**src/rtl/mem_access_stage_if.sv**
```systemverilog
// Data-memory request/acknowledge port between the memory-access stage and data memory.
// The stage owns the request side; memory answers with ack and read data in the same cycle.
interface mem_access_stage_if;
    logic        req;
    logic        we;
    logic [31:0] addr;
    logic [31:0] wdata;
    logic [3:0]  wstrb;
    logic        ack;
    logic [31:0] rdata;

    modport master (
        output req, we, addr, wdata, wstrb,
        input  ack, rdata
    );

    modport slave (
        input  req, we, addr, wdata, wstrb,
        output ack, rdata
    );
endinterface

```
**src/rtl/mem_access_stage.sv**
```systemverilog
// Memory-access stage: turns execute results into data-memory transactions and writeback records.
// Latency: 1 cycle for non-memory ops and exceptions; memory ops complete the cycle after dm ack.
// Backpressure: stall is high for every cycle in BUSY, so upstream holds while a transaction is open.
module mem_access_stage #(
    parameter int TIMEOUT = 16
) (
    input  logic                       clk,
    input  logic                       rst,
    input  logic                       ex_valid,
    input  logic [31:0]                ex_alu_out,
    input  logic [31:0]                ex_rs2,
    input  logic [2:0]                 ex_funct3,
    input  logic                       ex_is_load,
    input  logic                       ex_is_store,
    input  logic [4:0]                 ex_rd,
    input  logic                       ex_reg_write,
    input  logic                       flush,
    output logic                       stall,
    mem_access_stage_if.master         dm,
    output logic                       wb_valid,
    output logic [4:0]                 wb_rd,
    output logic                       wb_reg_write,
    output logic [31:0]                wb_data,
    output logic [1:0]                 wb_exc
);

    typedef enum logic [0:0] {IDLE = 1'b0, BUSY = 1'b1} state_t;

    localparam logic [1:0] EXC_NONE    = 2'b00;
    localparam logic [1:0] EXC_MISALGN = 2'b01;
    localparam logic [1:0] EXC_TIMEOUT = 2'b10;
    localparam logic [1:0] EXC_ILLEGAL = 2'b11;

    state_t      state, state_n;
    logic [31:0] tcnt, tcnt_n;
    logic        flush_pending, flush_pending_n;
    logic [4:0]  lat_rd, lat_rd_n;
    logic        lat_rw, lat_rw_n;
    logic [2:0]  lat_f3, lat_f3_n;
    logic [1:0]  lat_off, lat_off_n;
    logic        lat_load, lat_load_n;

    logic        req_n, we_n;
    logic [31:0] addr_n, wdata_n;
    logic [3:0]  wstrb_n;
    logic        wb_valid_n, wb_rw_n;
    logic [4:0]  wb_rd_n;
    logic [31:0] wb_data_n;
    logic [1:0]  wb_exc_n;

    logic        is_mem, illegal, misaligned, expired, squash;
    logic [31:0] lane_wdata, rd_shift, load_data;
    logic [3:0]  lane_wstrb;

    assign stall = (state == BUSY);

    always_comb begin
        is_mem     = ex_is_load | ex_is_store;
        illegal    = (ex_funct3 == 3'b011)
                   | (ex_is_load  & (ex_funct3[2:1] == 2'b11))
                   | (ex_is_store & ex_funct3[2]);
        misaligned = ((ex_funct3[1:0] == 2'b01) & ex_alu_out[0])
                   | ((ex_funct3[1:0] == 2'b10) & (ex_alu_out[1:0] != 2'b00));
        case (ex_funct3[1:0])
            2'b00: begin
                lane_wstrb = 4'b0001 << ex_alu_out[1:0];
                lane_wdata = {4{ex_rs2[7:0]}};
            end
            2'b01: begin
                lane_wstrb = ex_alu_out[1] ? 4'b1100 : 4'b0011;
                lane_wdata = {2{ex_rs2[15:0]}};
            end
            default: begin
                lane_wstrb = 4'b1111;
                lane_wdata = ex_rs2;
            end
        endcase
    end

    // funct3[2] selects zero-extension for LBU/LHU
    always_comb begin
        rd_shift = dm.rdata >> {lat_off, 3'b000};
        case (lat_f3[1:0])
            2'b00:   load_data = {{24{~lat_f3[2] & rd_shift[7]}},  rd_shift[7:0]};
            2'b01:   load_data = {{16{~lat_f3[2] & rd_shift[15]}}, rd_shift[15:0]};
            default: load_data = dm.rdata;
        endcase
    end

    always_comb begin
        state_n         = state;
        tcnt_n          = tcnt;
        flush_pending_n = flush_pending;
        lat_rd_n        = lat_rd;
        lat_rw_n        = lat_rw;
        lat_f3_n        = lat_f3;
        lat_off_n       = lat_off;
        lat_load_n      = lat_load;
        req_n           = dm.req;
        we_n            = dm.we;
        addr_n          = dm.addr;
        wdata_n         = dm.wdata;
        wstrb_n         = dm.wstrb;
        wb_valid_n      = 1'b0;
        wb_rd_n         = wb_rd;
        wb_rw_n         = wb_reg_write;
        wb_data_n       = wb_data;
        wb_exc_n        = wb_exc;
        expired         = (TIMEOUT > 0) && (tcnt == 32'(TIMEOUT));
        squash          = flush_pending | flush;

        case (state)
            IDLE: begin
                if (ex_valid && !flush) begin
                    wb_rd_n   = ex_rd;
                    wb_data_n = ex_alu_out;
                    if (!is_mem) begin
                        wb_valid_n = 1'b1;
                        wb_rw_n    = ex_reg_write;
                        wb_exc_n   = EXC_NONE;
                    end else if (illegal) begin
                        wb_valid_n = 1'b1;
                        wb_rw_n    = 1'b0;
                        wb_exc_n   = EXC_ILLEGAL;
                    end else if (misaligned) begin
                        wb_valid_n = 1'b1;
                        wb_rw_n    = 1'b0;
                        wb_exc_n   = EXC_MISALGN;
                    end else begin
                        state_n         = BUSY;
                        tcnt_n          = 32'd0;
                        flush_pending_n = 1'b0;
                        lat_rd_n        = ex_rd;
                        lat_rw_n        = ex_reg_write;
                        lat_f3_n        = ex_funct3;
                        lat_off_n       = ex_alu_out[1:0];
                        lat_load_n      = ex_is_load;
                        req_n           = 1'b1;
                        we_n            = ex_is_store;
                        addr_n          = {ex_alu_out[31:2], 2'b00};
                        wdata_n         = lane_wdata;
                        wstrb_n         = ex_is_store ? lane_wstrb : 4'b0000;
                    end
                end
            end
            BUSY: begin
                if (flush) begin
                    flush_pending_n = 1'b1;
                end
                // ack beats expiry when both land in the same cycle
                if (dm.ack || expired) begin
                    state_n         = IDLE;
                    req_n           = 1'b0;
                    flush_pending_n = 1'b0;
                    wb_valid_n      = ~squash;
                    wb_rd_n         = lat_rd;
                    if (dm.ack) begin
                        wb_exc_n  = EXC_NONE;
                        wb_rw_n   = lat_load & lat_rw;
                        wb_data_n = lat_load ? load_data : 32'd0;
                    end else begin
                        wb_exc_n  = EXC_TIMEOUT;
                        wb_rw_n   = 1'b0;
                        wb_data_n = 32'd0;
                    end
                end else begin
                    tcnt_n = tcnt + 32'd1;
                end
            end
            default: state_n = IDLE;
        endcase
    end

    always_ff @(posedge clk) begin
        if (rst) begin
            state         <= IDLE;
            tcnt          <= 32'd0;
            flush_pending <= 1'b0;
            lat_rd        <= 5'd0;
            lat_rw        <= 1'b0;
            lat_f3        <= 3'd0;
            lat_off       <= 2'd0;
            lat_load      <= 1'b0;
            dm.req        <= 1'b0;
            dm.we         <= 1'b0;
            dm.addr       <= 32'd0;
            dm.wdata      <= 32'd0;
            dm.wstrb      <= 4'd0;
            wb_valid      <= 1'b0;
            wb_rd         <= 5'd0;
            wb_reg_write  <= 1'b0;
            wb_data       <= 32'd0;
            wb_exc        <= 2'd0;
        end else begin
            state         <= state_n;
            tcnt          <= tcnt_n;
            flush_pending <= flush_pending_n;
            lat_rd        <= lat_rd_n;
            lat_rw        <= lat_rw_n;
            lat_f3        <= lat_f3_n;
            lat_off       <= lat_off_n;
            lat_load      <= lat_load_n;
            dm.req        <= req_n;
            dm.we         <= we_n;
            dm.addr       <= addr_n;
            dm.wdata      <= wdata_n;
            dm.wstrb      <= wstrb_n;
            wb_valid      <= wb_valid_n;
            wb_rd         <= wb_rd_n;
            wb_reg_write  <= wb_rw_n;
            wb_data       <= wb_data_n;
            wb_exc        <= wb_exc_n;
        end
    end

endmodule

```
**src/flat_wrapper.sv**
```systemverilog
// flat-port wrapper written by rule: the top's interface ports become plain ports
module mem_access_stage_flat 
#(
    parameter int TIMEOUT = 16
)
  (clk, rst, ex_valid, ex_alu_out, ex_rs2, ex_funct3, ex_is_load, ex_is_store, ex_rd, ex_reg_write, flush, stall, wb_valid, wb_rd, wb_reg_write, wb_data, wb_exc, dm_req, dm_we, dm_addr, dm_wdata, dm_wstrb, dm_ack, dm_rdata);
  mem_access_stage_if dm_i ();
  input  logic clk;
  input  logic rst;
  input  logic ex_valid;
  input  logic [31:0] ex_alu_out;
  input  logic [31:0] ex_rs2;
  input  logic [2:0] ex_funct3;
  input  logic ex_is_load;
  input  logic ex_is_store;
  input  logic [4:0] ex_rd;
  input  logic ex_reg_write;
  input  logic flush;
  output logic stall;
  output logic wb_valid;
  output logic [4:0] wb_rd;
  output logic wb_reg_write;
  output logic [31:0] wb_data;
  output logic [1:0] wb_exc;
  output wire logic [$bits(dm_i.req)-1:0] dm_req;
  output wire logic [$bits(dm_i.we)-1:0] dm_we;
  output wire logic [$bits(dm_i.addr)-1:0] dm_addr;
  output wire logic [$bits(dm_i.wdata)-1:0] dm_wdata;
  output wire logic [$bits(dm_i.wstrb)-1:0] dm_wstrb;
  input wire logic [$bits(dm_i.ack)-1:0] dm_ack;
  input wire logic [$bits(dm_i.rdata)-1:0] dm_rdata;
  assign dm_req = dm_i.req;
  assign dm_we = dm_i.we;
  assign dm_addr = dm_i.addr;
  assign dm_wdata = dm_i.wdata;
  assign dm_wstrb = dm_i.wstrb;
  assign dm_i.ack = dm_ack;
  assign dm_i.rdata = dm_rdata;
  mem_access_stage #(.TIMEOUT(TIMEOUT)) u_core (.clk(clk), .rst(rst), .ex_valid(ex_valid), .ex_alu_out(ex_alu_out), .ex_rs2(ex_rs2), .ex_funct3(ex_funct3), .ex_is_load(ex_is_load), .ex_is_store(ex_is_store), .ex_rd(ex_rd), .ex_reg_write(ex_reg_write), .flush(flush), .stall(stall), .dm(dm_i), .wb_valid(wb_valid), .wb_rd(wb_rd), .wb_reg_write(wb_reg_write), .wb_data(wb_data), .wb_exc(wb_exc));
endmodule
```
**config.mk**
```make
export PLATFORM = sky130hd
export DESIGN_NAME = mem_access_stage_flat
export DESIGN_NICKNAME = d
export VERILOG_FILES = /design/src/rtl/mem_access_stage_if.sv /design/src/rtl/mem_access_stage.sv /design/src/flat_wrapper.sv
export SDC_FILE = /design/constraint.sdc
export NUM_CORES = 1
export LEC_CHECK = 0
export ABC_AREA = 1
export CAP_MARGIN = 40
export CORE_ASPECT_RATIO = 0.5
export CORE_MARGIN = 8
export CORE_UTILIZATION = 40
export CTS_BUF_LIST = sky130_fd_sc_hd__clkbuf_4
export CTS_CLUSTER_SIZE = 25
export DETAILED_ROUTE_END_ITERATION = 8
export PLACE_DENSITY = 0.69
export REMOVE_ABC_BUFFERS = 1
export SLEW_MARGIN = 0
export SYNTH_ARGS = -nofsm -noshare
export SYNTH_HDL_FRONTEND = slang
export SYNTH_SLANG_ARGS = --single-unit
```
**constraint.sdc**
```tcl
create_clock -name clk -period 1.85 [get_ports clk]
set_input_delay 0.37 -clock clk [delete_from_list [all_inputs] [get_ports clk]]
set_output_delay 0.37 -clock clk [all_outputs]
set_load 0.02 [all_outputs]
```
==> impl_metrics.json, run 1 <==
{
  "synth_ff_type": "dfxtp_1",
  "hold_violations": 0,
  "cts_tree": "done",
  "drt_first_pass_iters": 5,
  "port_buffers": 221,
  "synth-seq-cells": 155,
  "hpwlAfterDp_um": 22000,
  "period_share_pct": 93.4,
  "grt_usage_pct": 22.5,
  "syn_to_final_growth_pct": 42.7,
  "grt_pass1_wl_um": 45900,
  "cp_num_buf_inv": 1,
  "period_minus_slack_ns": 1.73,
  "power.switching_mw": 2.16,
  "synth_edf_count": 0,
  "switching_share_pct": 31.0,
  "drc_errors": 0,
  "hold_path.class": "input port to flop",
  "die_width_um": 217,
  "yosys_warnings": 0,
  "leakage_nw": 5.57,
  "wl_per_cell_um": 15.8,
  "path_max_fanout": 2,
  "finish.net_count": 1692,
  "ctsHoldBuffers": 0,
  "cts_sinks": 155,
  "worst_clock_skew_ns": 0.0232,
  "worstSetupEndpointType": "output port",
  "clockBufferDepth": 2,
  "drv_slew": 0,
  "whs_ns": 0.316,
  "avgSynthCellArea_um2": 6.24,
  "globalplace.congestion": 0.932,
  "start_util_pct": 41.2,
  "synthCells": 1296,
  "cts_root_buf": "clkbuf_4",
  "seqPwrFrac_pct": 50.5,
  "die_area_um2": 25300,
  "drv_cap": 0,
  "worstPathArrival_ns": 1.36,
  "place_inst": 1821,
  "clk_pin_slew_ns": 0.15,
  "async_flop_share_pct": 0,
  "utilization_pct": 58.8,
  "drtIter0Drc": 708,
  "status": "finished clean",
  "rsz0062_at_grt": "yes",
  "cp_slowest_cell": "dfxtp_1",
  "vdd_drop_max_v": 0.000383,
  "io_pins": 224,
  "setup_viol": 0,
  "antenna_found_initial": 3,
  "critical_path_class": "flop to output port",
  "core-area_um2": 19600,
  "path_delay_family": "flip-flops",
  "crit_required_ns": 1.48,
  "ant_nets": 0,
  "fillers": 1954,
  "cts_buffers": 17,
  "via_count": 9186,
  "grt_pass1_vias": 8965,
  "gr-total-overflow": 0,
  "drive_above_1_share_pct": 11.4,
  "path_cells": "dlygate4sd2_1",
  "layoutNonFillerInstCount": 1860,
  "num_rows": 36,
  "fmax_mhz": 579,
  "h-tree-depth": 4,
  "syn_area_um2": 8090,
  "max_stage_delay_ns": 0.37,
  "grt_max_degree": 53,
  "pwr-share-comb_pct": 20.7,
  "clkPwrFrac_pct": 28.9,
  "drt_wl_total_um": 29400,
  "clk_latency_ns": 0.62,
  "power_per_cell_area_nw_per_um2": 604,
  "via_per_inst": 4.94,
  "layout_commonest_cell": "nand2_1",
  "final_cell_mix": "nand2_1 (473), nor2_1 (158), dfxtp_1 (151)",
  "ys_types": 36,
  "start_kind": "flop",
  "power.internal_mw": 4.82,
  "yosysSeqAreaShare_pct": 38.3,
  "die_y_um": 117
}
[kinds of logic after synthesis]
kind of cell               synth area share, %
buffers and inverters                     9.51
AOI/OAI and AO/OA                         12.0
and+or+nand+nor                           38.9
DFF                                       38.3
other                                   0.0463
adders and majority gates                0.309
xor gates and xnor gates                 0.866
[final cells by class]
class	instances	area, µm²	area share, %
diodes	3	7.51	0.0650
clock buffers	20	150	1.30
clock inverters	12	100	0.867
inverters	115	439	3.80
multi-input cells	962	4320	37.4
flip-flops and latches	155	3110	26.9
well taps	266	333	2.88
repair buffers	327	3090	26.7
[worst paths after layout]
check | depth (start not counted) | end | slack, ns | from
max | 1 | dm_wstrb[1] | 0.12 | u_core.dm.wstrb[1]$_SDFFE_PP0P_
min | 3 | u_core.lat_load$_SDFFE_PP0P_ | 0.32 | ex_is_load
max reg2reg | 14 | u_core.wb_rd[1]$_SDFFE_PP0P_ | 0.13 | u_core.tcnt[0]$_SDFFE_PP0P_
min reg2reg | 2 | u_core.dm.addr[28]$_SDFFE_PP0P_ | 0.45 | u_core.dm.addr[28]$_SDFFE_PP0P_
[stage by stage]
| step | setup TNS [ns] | setup WS (ns) | cell area, µm² | power [mW] |
|---|---|---|---|---|
| finish | 0 | 0.121 | 11500 | 6.98 |
| global route | -0.0708 | -0.0177 | 11500 | 7.30 |
| CTS | 0 | 0.00455 | 11300 | 6.99 |
| detailed placement | -50.76 | -0.466 | 11200 | 5.07 |
| global placement | -44.14 | -0.390 | 11200 | 5.05 |
| floorplan | -63.23 | -0.938 | 7760 | 4.22 |
[layer usage]
metal	part of all wire (%)	routed length, µm	global-route usage, %
met1	44	12800	27.5
met2	48	14200	38.7
met3	6.1	1800	5.20
met4	2.1	620	8.11
met5	0	0	0
[Yosys cell counts (2+ instances only)]
| library cell | number | area [µm²] |
|---|---|---|
| nand2_1 | 477 | 1790 |
| nor2_1 | 170 | 638 |
| dfxtp_1 | 155 | 3100 |
| inv_1 | 105 | 394 |
| o21ai_0 | 88 | 440 |
| a21oi_1 | 72 | 360 |
| nand3_1 | 59 | 295 |
| nand3b_1 | 34 | 255 |
| clkbuf_1 | 25 | 93.8 |
| buf_2 | 16 | 80.1 |
| o22ai_1 | 16 | 100 |
| buf_4 | 13 | 97.6 |
| buf_1 | 8 | 30.0 |
| xor2_1 | 8 | 70.1 |
| o21ai_1 | 7 | 35.0 |
| inv_2 | 6 | 22.5 |
| nor3_1 | 5 | 25.0 |
| nand2_2 | 4 | 25.0 |
| nand4_1 | 4 | 25.0 |
| buf_6 | 3 | 33.8 |
| clkinv_1 | 3 | 11.3 |
| ha_1 | 2 | 25.0 |
| nor2_2 | 2 | 12.5 |
| o211ai_1 | 2 | 15.0 |
[state kept, by name (all words and copies together) (netlist names)]
register	count
u_core.lat_rd	5
u_core.dm.wstrb	4
u_core.wb_valid	1
u_core.wb_exc	2
u_core.wb_rd	5
u_core.dm.we	1
u_core.flush_pending	1
u_core.dm.req	1
u_core.wb_data	32
u_core.lat_load	1
u_core.tcnt	32
u_core.lat_off	2
u_core.stall	1
u_core.wb_reg_write	1
u_core.dm.wdata	32
u_core.dm.addr	30
u_core.lat_rw	1
u_core.lat_f3	3
[repair_timing]
action	in CTS	in global routing
buffers inserted	0	1
cloned	0	3
setup endpoints to repair	120	70
resized for setup	115	40
pin swaps	0	6
[worst min-delay path, delay by kind of cell]
| kind | cells | cell delay [ns] |
|---|---|---|
| buffers and inverters | 2 | 0.47 |
| AO/OA/AOI/OAI | 1 | 0.07 |
[power groups by stage]
| stage | combinational [mW] | sequential (mW) | clock [mW] |
|---|---|---|---|
| after global placement | 1.46 | 3.59 | 0 |
| after global routing | 1.57 | 3.54 | 2.19 |
| final | 1.44 | 3.52 | 2.02 |
| after detailed placement | 1.47 | 3.60 | 0 |
| after CTS | 1.40 | 3.52 | 2.07 |
| after floorplan | 0.478 | 3.74 | 0 |
Power figures use the tool's default switching activity.
==> run 2: changes to the inputs <==
--- a/config.mk
+++ b/config.mk
@@ -6,5 +6,4 @@
 export NUM_CORES = 1
 export LEC_CHECK = 0
-export ABC_AREA = 1
 export CAP_MARGIN = 40
 export CORE_ASPECT_RATIO = 0.5
@@ -14,5 +13,5 @@
 export CTS_CLUSTER_SIZE = 25
 export DETAILED_ROUTE_END_ITERATION = 8
-export PLACE_DENSITY = 0.69
+export PLACE_DENSITY = 0.7
 export REMOVE_ABC_BUFFERS = 1
 export SLEW_MARGIN = 0
==> constraint.sdc (replaced) <==
create_clock -name clk -period 1.85 [get_ports clk]
set_input_delay 0.37 -clock clk [delete_from_list [all_inputs] [get_ports clk]]
set_output_delay 0.37 -clock clk [all_outputs]
set_load 0.01 [all_outputs]
==> impl_metrics.json, run 2 <==
{
  "switching_share_pct": 27.5,
  "utilization_pct": 62.5,
  "drv_cap": 0,
  "io_pins": 224,
  "worstPathArrival_ns": 2.41,
  "h-tree-depth": 4,
  "place_inst": 1419,
  "synth_edf_count": 0,
  "yosys_warnings": 0,
  "grt_max_degree": 57,
  "antenna_found_initial": 2,
  "drtIter0Drc": 491,
  "setup_ws_ns": -0.0953,
  "cts_buffers": 17,
  "synth_most_common_cell": "nand2_1",
  "path_cells": "inv_2 > ha_4 > nor4b_4 > nand4_1 > buf_6 > o21bai_4 > a21oi_4 > buf_12 > mux2_2",
  "fin_area_um2": 11400,
  "netlist_top_cells_area": "dfxtp_1 (42%), nand2_1 (8.3%), a21oi_1 (6.7%)",
  "avgSynthCellArea_um2": 8.12,
  "pwr-share-comb_pct": 17.9,
  "ctsHoldBuffers": 0,
  "power.switching_mw": 2.04,
  "status": "complete, but fails checks",
  "drt_first_pass_iters": 5,
  "worst_clock_skew_ns": 0.0239,
  "power.internal_mw": 5.36,
  "clockBufferDepth": 2,
  "drc_errors": 0,
  "synth-seq-cells": 155,
  "top_regs": "u_core.dm.wdata x32, u_core.tcnt x32, u_core.wb_data x32",
  "synth_top_cell_area_share_pct": 41.7,
  "wl_per_cell_um": 18.6,
  "path_max_fanout": 8,
  "clk_pin_slew_ns": 0.15,
  "clkPwrFrac_pct": 34.5,
  "drive_above_1_share_pct": 21.1,
  "final_cell_mix": "nand2_1 (164), dfxtp_1 (150), clkdlybuf4s50_1 (110)",
  "whs_ns": 0.310,
  "max_stage_delay_ns": 0.37,
  "worstMarginPinSlew_ns": 0.555,
  "setup_viol": 11,
  "synth_ff_type": "dfxtp_1",
  "tns_ns": -0.630,
  "critical_path_class": "flop to flop",
  "gr-total-overflow": 0,
  "yosysSeqAreaShare_pct": 41.7,
  "layout_commonest_cell": "nand2_1",
  "via_per_inst": 5.46,
  "hpwlAfterDp_um": 19700,
  "grt_pass1_wl_um": 42300,
  "start_kind": "flop",
  "clk_latency_ns": 0.58,
  "syn_area_um2": 7440,
  "cts_root_buf": "clkbuf_4",
  "period_minus_slack_ns": 1.95,
  "core-area_um2": 18300,
  "finish.net_count": 1322,
  "ys_types": 58,
  "async_flop_share_pct": 0,
  "num_rows": 35,
  "synthTopCellsByCount": "nand2_1 (164), dfxtp_1 (155), a21oi_1 (99), nor2_1 (66), clkbuf_1 (49)",
  "cts_sinks": 155,
  "leakage_nw": 4.68,
  "violations": "setup timing",
  "fillers": 1591,
  "start_util_pct": 40.6,
  "grt_usage_pct": 22.0,
  "drt_wl_total_um": 27200,
  "synthCells": 916,
  "worstSetupEndpointType": "flop",
  "cts_tree": "done",
  "regArea_um2": 3110,
  "slew_headroom_pct": 63.0,
  "vdd_drop_max_v": 0.000464,
  "crit_required_ns": 2.32,
  "synth_top_area_cell": "dfxtp_1",
  "cp_slowest_cell": "dfxtp_2",
  "period_share_pct": 105,
  "rsz0062_at_grt": "yes",
  "multi_input_area_um2": 4290,
  "syn_to_final_growth_pct": 53.7,
  "die_width_um": 209,
  "power_per_cell_area_nw_per_um2": 647,
  "hold_path.class": "input port to flop",
  "drv_slew": 0,
  "layoutNonFillerInstCount": 1462,
  "die_area_um2": 23500,
  "ant_nets": 0,
  "seqPwrFrac_pct": 47.6,
  "grt_pass1_vias": 7886,
  "die_y_um": 112,
  "via_count": 7983,
  "globalplace.congestion": 0.847,
  "place_area_um2": 10700,
  "fmax_mhz": 514,
  "hold_violations": 0,
  "port_buffers": 221
}
-- run 2: per-stage QoR --
stage | power [mW] | setup slack (ns)
after detailed placement | 4.87 | -0.577
after global routing | 7.72 | -0.123
after global placement | 4.85 | -0.471
final | 7.40 | -0.0953
after CTS | 7.38 | -0.138
after floorplan | 4.03 | -2.51
-- run 2: final cells by class --
type,count,share of cell area [%]
well taps,240,2.63
clock inverters,13,1.88
repair buffers,350,28.4
inverters,34,1.12
multi-input cells,650,37.5
diodes,2,0.0438
flip-flops and latches,155,27.2
clock buffers,18,1.18
-- run 2: final timing paths --
path	to	slack [ns]	from	depth (start not counted)
hold / removal	u_core.dm.addr[24]$_SDFFE_PP0P_	0.31	rst	3
setup / recovery	u_core.wb_data[2]$_SDFFE_PP0P_	-0.1	u_core.tcnt[1]$_SDFFE_PP0P_	9
setup reg to reg	u_core.wb_data[2]$_SDFFE_PP0P_	-0.1	u_core.tcnt[1]$_SDFFE_PP0P_	9
hold reg to reg	u_core.dm.addr[3]$_SDFFE_PP0P_	0.46	u_core.dm.addr[3]$_SDFFE_PP0P_	2
-- run 2: power by group through the flow --
stage	registers, mW	logic [mW]	clock network (mW)
2_1_floorplan	3.65	0.382	0
3_3_place_gp	3.59	1.25	0
5_1_grt	3.54	1.42	2.76
6_report	3.52	1.33	2.55
4_1_cts	3.52	1.25	2.61
3_5_place_dp	3.60	1.28	0
-- run 2: repair_timing --
| action | CTS | global route |
|---|---|---|
| setup buffers | 1 | 6 |
| resized for setup | 145 | 53 |
| pin swaps | 11 | 21 |
| setup endpoints to repair | 167 | 77 |
| gates cloned | 1 | 3 |
-- run 2: cell families (layout without fill, tap and decap cells) --
family,count (synthesis),count (layout),share of synthesized area [%]
and+or+nand+nor,317,317,19.0
AOI/OAI and AO/OA,264,264,23.9
DFF,155,155,41.7
buffers and inverters,112,415,6.27
muxes,46,46,6.51
xor gates and xnor gates,19,19,2.24
adders and majority gates,2,2,0.336
other,1,4,0.0504
-- run 2: worst max-delay path, delay by kind of cell, from the launching register on --
| kind | cells | cell delay (ns) |
|---|---|---|
| adder cells (fa/ha/maj) | 1 | 0.15 |
| flip-flops | 1 | 0.37 |
| AND/OR/NAND/NOR | 2 | 0.23 |
| multiplexers | 1 | 0.33 |
| AO/OA/AOI/OAI | 2 | 0.40 |
| buffers and inverters | 3 | 0.37 |
-- run 2: routing by layer --
layer | wire, µm | GRT usage, % | part of all wire (%)
met1 | 11700 | 26.3 | 43
met2 | 13500 | 37.8 | 50
met3 | 1040 | 4.31 | 3.8
met4 | 953 | 10.5 | 3.5
met5 | 0 | 0 | 0
==> run 3: changes to the inputs <==
Settings changed: DONT_BUFFER_PORTS from default to 1, PLACE_DENSITY 0.7 to default.
Clock period 1.85 ns to 2.45 ns, I/O delays scaled along.
==> impl_metrics.json, run 3 (synthesis results as in run 2) <==
{
  "fmax_mhz": 437,
  "cts_setup_buffers": 0,
  "place_area_um2": 7620,
  "grt_pass1_vias": 6288,
  "power_per_cell_area_nw_per_um2": 570,
  "start_util_pct": 40.6,
  "cts_sinks": 155,
  "power.switching_mw": 1.44,
  "pwr-share-comb_pct": 10.1,
  "utilization_pct": 45.1,
  "hpwlAfterDp_um": 16700,
  "gr-total-overflow": 0,
  "drc_errors": 0,
  "rsz0062_at_grt": "no",
  "core-area_um2": 18300,
  "num_rows": 35,
  "setup_viol": 0,
  "start_kind": "flop",
  "grt_usage_pct": 19.6,
  "hold_path.class": "input port to flop",
  "cts_buffers": 17,
  "cts_tree": "done",
  "path_cells": "inv_1 > ha_1 > nor4b_1 > nand4_1 > o21bai_2 > a21oi_2 > a221oi_1",
  "via_per_inst": 5.86,
  "critical_path_class": "flop to flop",
  "worstMarginPinSlew_ns": 0.910,
  "worst_clock_skew_ns": 0.0350,
  "die_y_um": 112,
  "clkPwrFrac_pct": 31.8,
  "globalplace.congestion": 0.833,
  "wl_per_cell_um": 20.8,
  "worstPathArrival_ns": 2.71,
  "drive_above_1_share_pct": 9.04,
  "slew_headroom_pct": 39.3,
  "final_cell_mix": "nand2_1 (164), dfxtp_1 (155), a21oi_1 (98)",
  "clk_latency_ns": 0.59,
  "status": "finished clean",
  "hold_start": "ex_rs2[5]",
  "fillers": 1856,
  "rr_startpoint": "u_core.tcnt[0]$_SDFFE_PP0P_",
  "top_regs": "u_core.dm.wdata x32, u_core.tcnt x32, u_core.wb_data x32",
  "fin_area_um2": 8250,
  "worstSetupEndpointType": "flop",
  "path_delay_family": "compound AO/OA/AOI/OAI gates",
  "port_buffers": 0,
  "reg2reg_depth": 7,
  "startpoint": "u_core.tcnt[0]$_SDFFE_PP0P_",
  "finish.net_count": 1030,
  "whs_ns": 0.0337,
  "seqPwrFrac_pct": 58.0,
  "drt_wl_total_um": 24300,
  "io_pins": 224,
  "antenna_found_initial": 1,
  "hold_violations": 0,
  "grt_max_degree": 107,
  "syn_to_final_growth_pct": 10.9,
  "path_max_fanout": 15,
  "switching_share_pct": 30.7,
  "crit_required_ns": 2.87,
  "min_to": "u_core.dm.wdata[13]$_SDFFE_PP0P_",
  "grt_pass1_wl_um": 37200,
  "rrSetupSlack_ns": 0.16,
  "ant_nets": 0,
  "h-tree-depth": 4,
  "timing.rr.end": "u_core.wb_data[28]$_SDFFE_PP0P_",
  "layout_commonest_cell": "nand2_1",
  "clockBufferDepth": 2,
  "die_width_um": 209,
  "clk_pin_slew_ns": 0.17,
  "drtIter0Drc": 633,
  "holdPathStages": 2,
  "period_share_pct": 93.4,
  "via_count": 6854,
  "power.internal_mw": 3.26,
  "drv_slew": 0,
  "cp_num_buf_inv": 1,
  "max_stage_delay_ns": 0.76,
  "vdd_drop_max_v": 0.000378,
  "drv_cap": 0,
  "period_minus_slack_ns": 2.29,
  "die_area_um2": 23500,
  "drt_first_pass_iters": 5,
  "leakage_nw": 2.80,
  "cts_root_buf": "clkbuf_4",
  "cp_slowest_cell": "a21oi_2"
}
-- run 3: power by group through the flow --
stage	clock network (mW)	logic, mW	registers (mW)
global placement	0	0.376	2.78
detailed placement	0	0.389	2.79
CTS	1.55	0.446	2.73
floorplan	0	0.289	2.75
finish	1.50	0.477	2.73
global route	1.65	0.526	2.74
-- run 3: how the worst max path moves through the flow --
stage	to	slack, ns	cells after the start
finish	u_core.wb_data[28]$_SDFFE_PP0P_	0.16	7
global route	u_core.tcnt[21]$_SDFFE_PP0P_	0.006	9
CTS	u_core.wb_data[3]$_SDFFE_PP0P_	0.06	7
detailed placement	u_core.wb_data[3]$_SDFFE_PP0P_	0.11	7
global placement	u_core.wb_data[4]$_SDFFE_PP0P_	0.15	7
floorplan	u_core.dm.wstrb[0]$_SDFFE_PP0P_	-1.91	5
-- run 3: area by class of cell --
type                    count  area [µm²]  area share, %
flip-flops and latches    155        3100           37.6
repair buffers             57         559           6.78
well taps                 240         300           3.64
multi-input cells         651        3900           47.3
diodes                      1        2.50         0.0303
clock inverters            15         126           1.53
clock buffers              17         128           1.55
inverters                  34         128           1.55
-- run 3: layer usage --
metal	vias up	wire [µm]	track usage [%]
li1	3281	-	-
met1	3299	10100	23.3
met2	235	11900	33.0
met3	39	1720	6.48
met4	0	564	6.59
met5	-	0	0
-- run 3: worst reg2reg max path: stages (launching register included) --
cell	delay, ns
dfxtp_1	0.43
inv_1	0.09
ha_1	0.19
nor4b_1	0.13
nand4_1	0.14
o21bai_2	0.16
a21oi_2	0.76
a221oi_1	0.23
-- run 3: what timing repair did --
action                     CTS  global route
hold buffers                18            16
resized for setup            0             2
hold endpoints to repair   106            17
setup endpoints to repair    0            13
-- run 3: metrics by stage --
step | cells | TNS, ns | total power, mW | worst slack (ns)
global route | 1170 | 0 | 4.92 | 0.00635
finish | 1170 | 0 | 4.70 | 0.161
CTS | 1152 | 0 | 4.72 | 0.0598
detailed placement | 1102 | 0 | 3.17 | 0.113
global placement | 1102 | 0 | 3.16 | 0.151
floorplan | 839 | -175.45 | 3.04 | -1.91
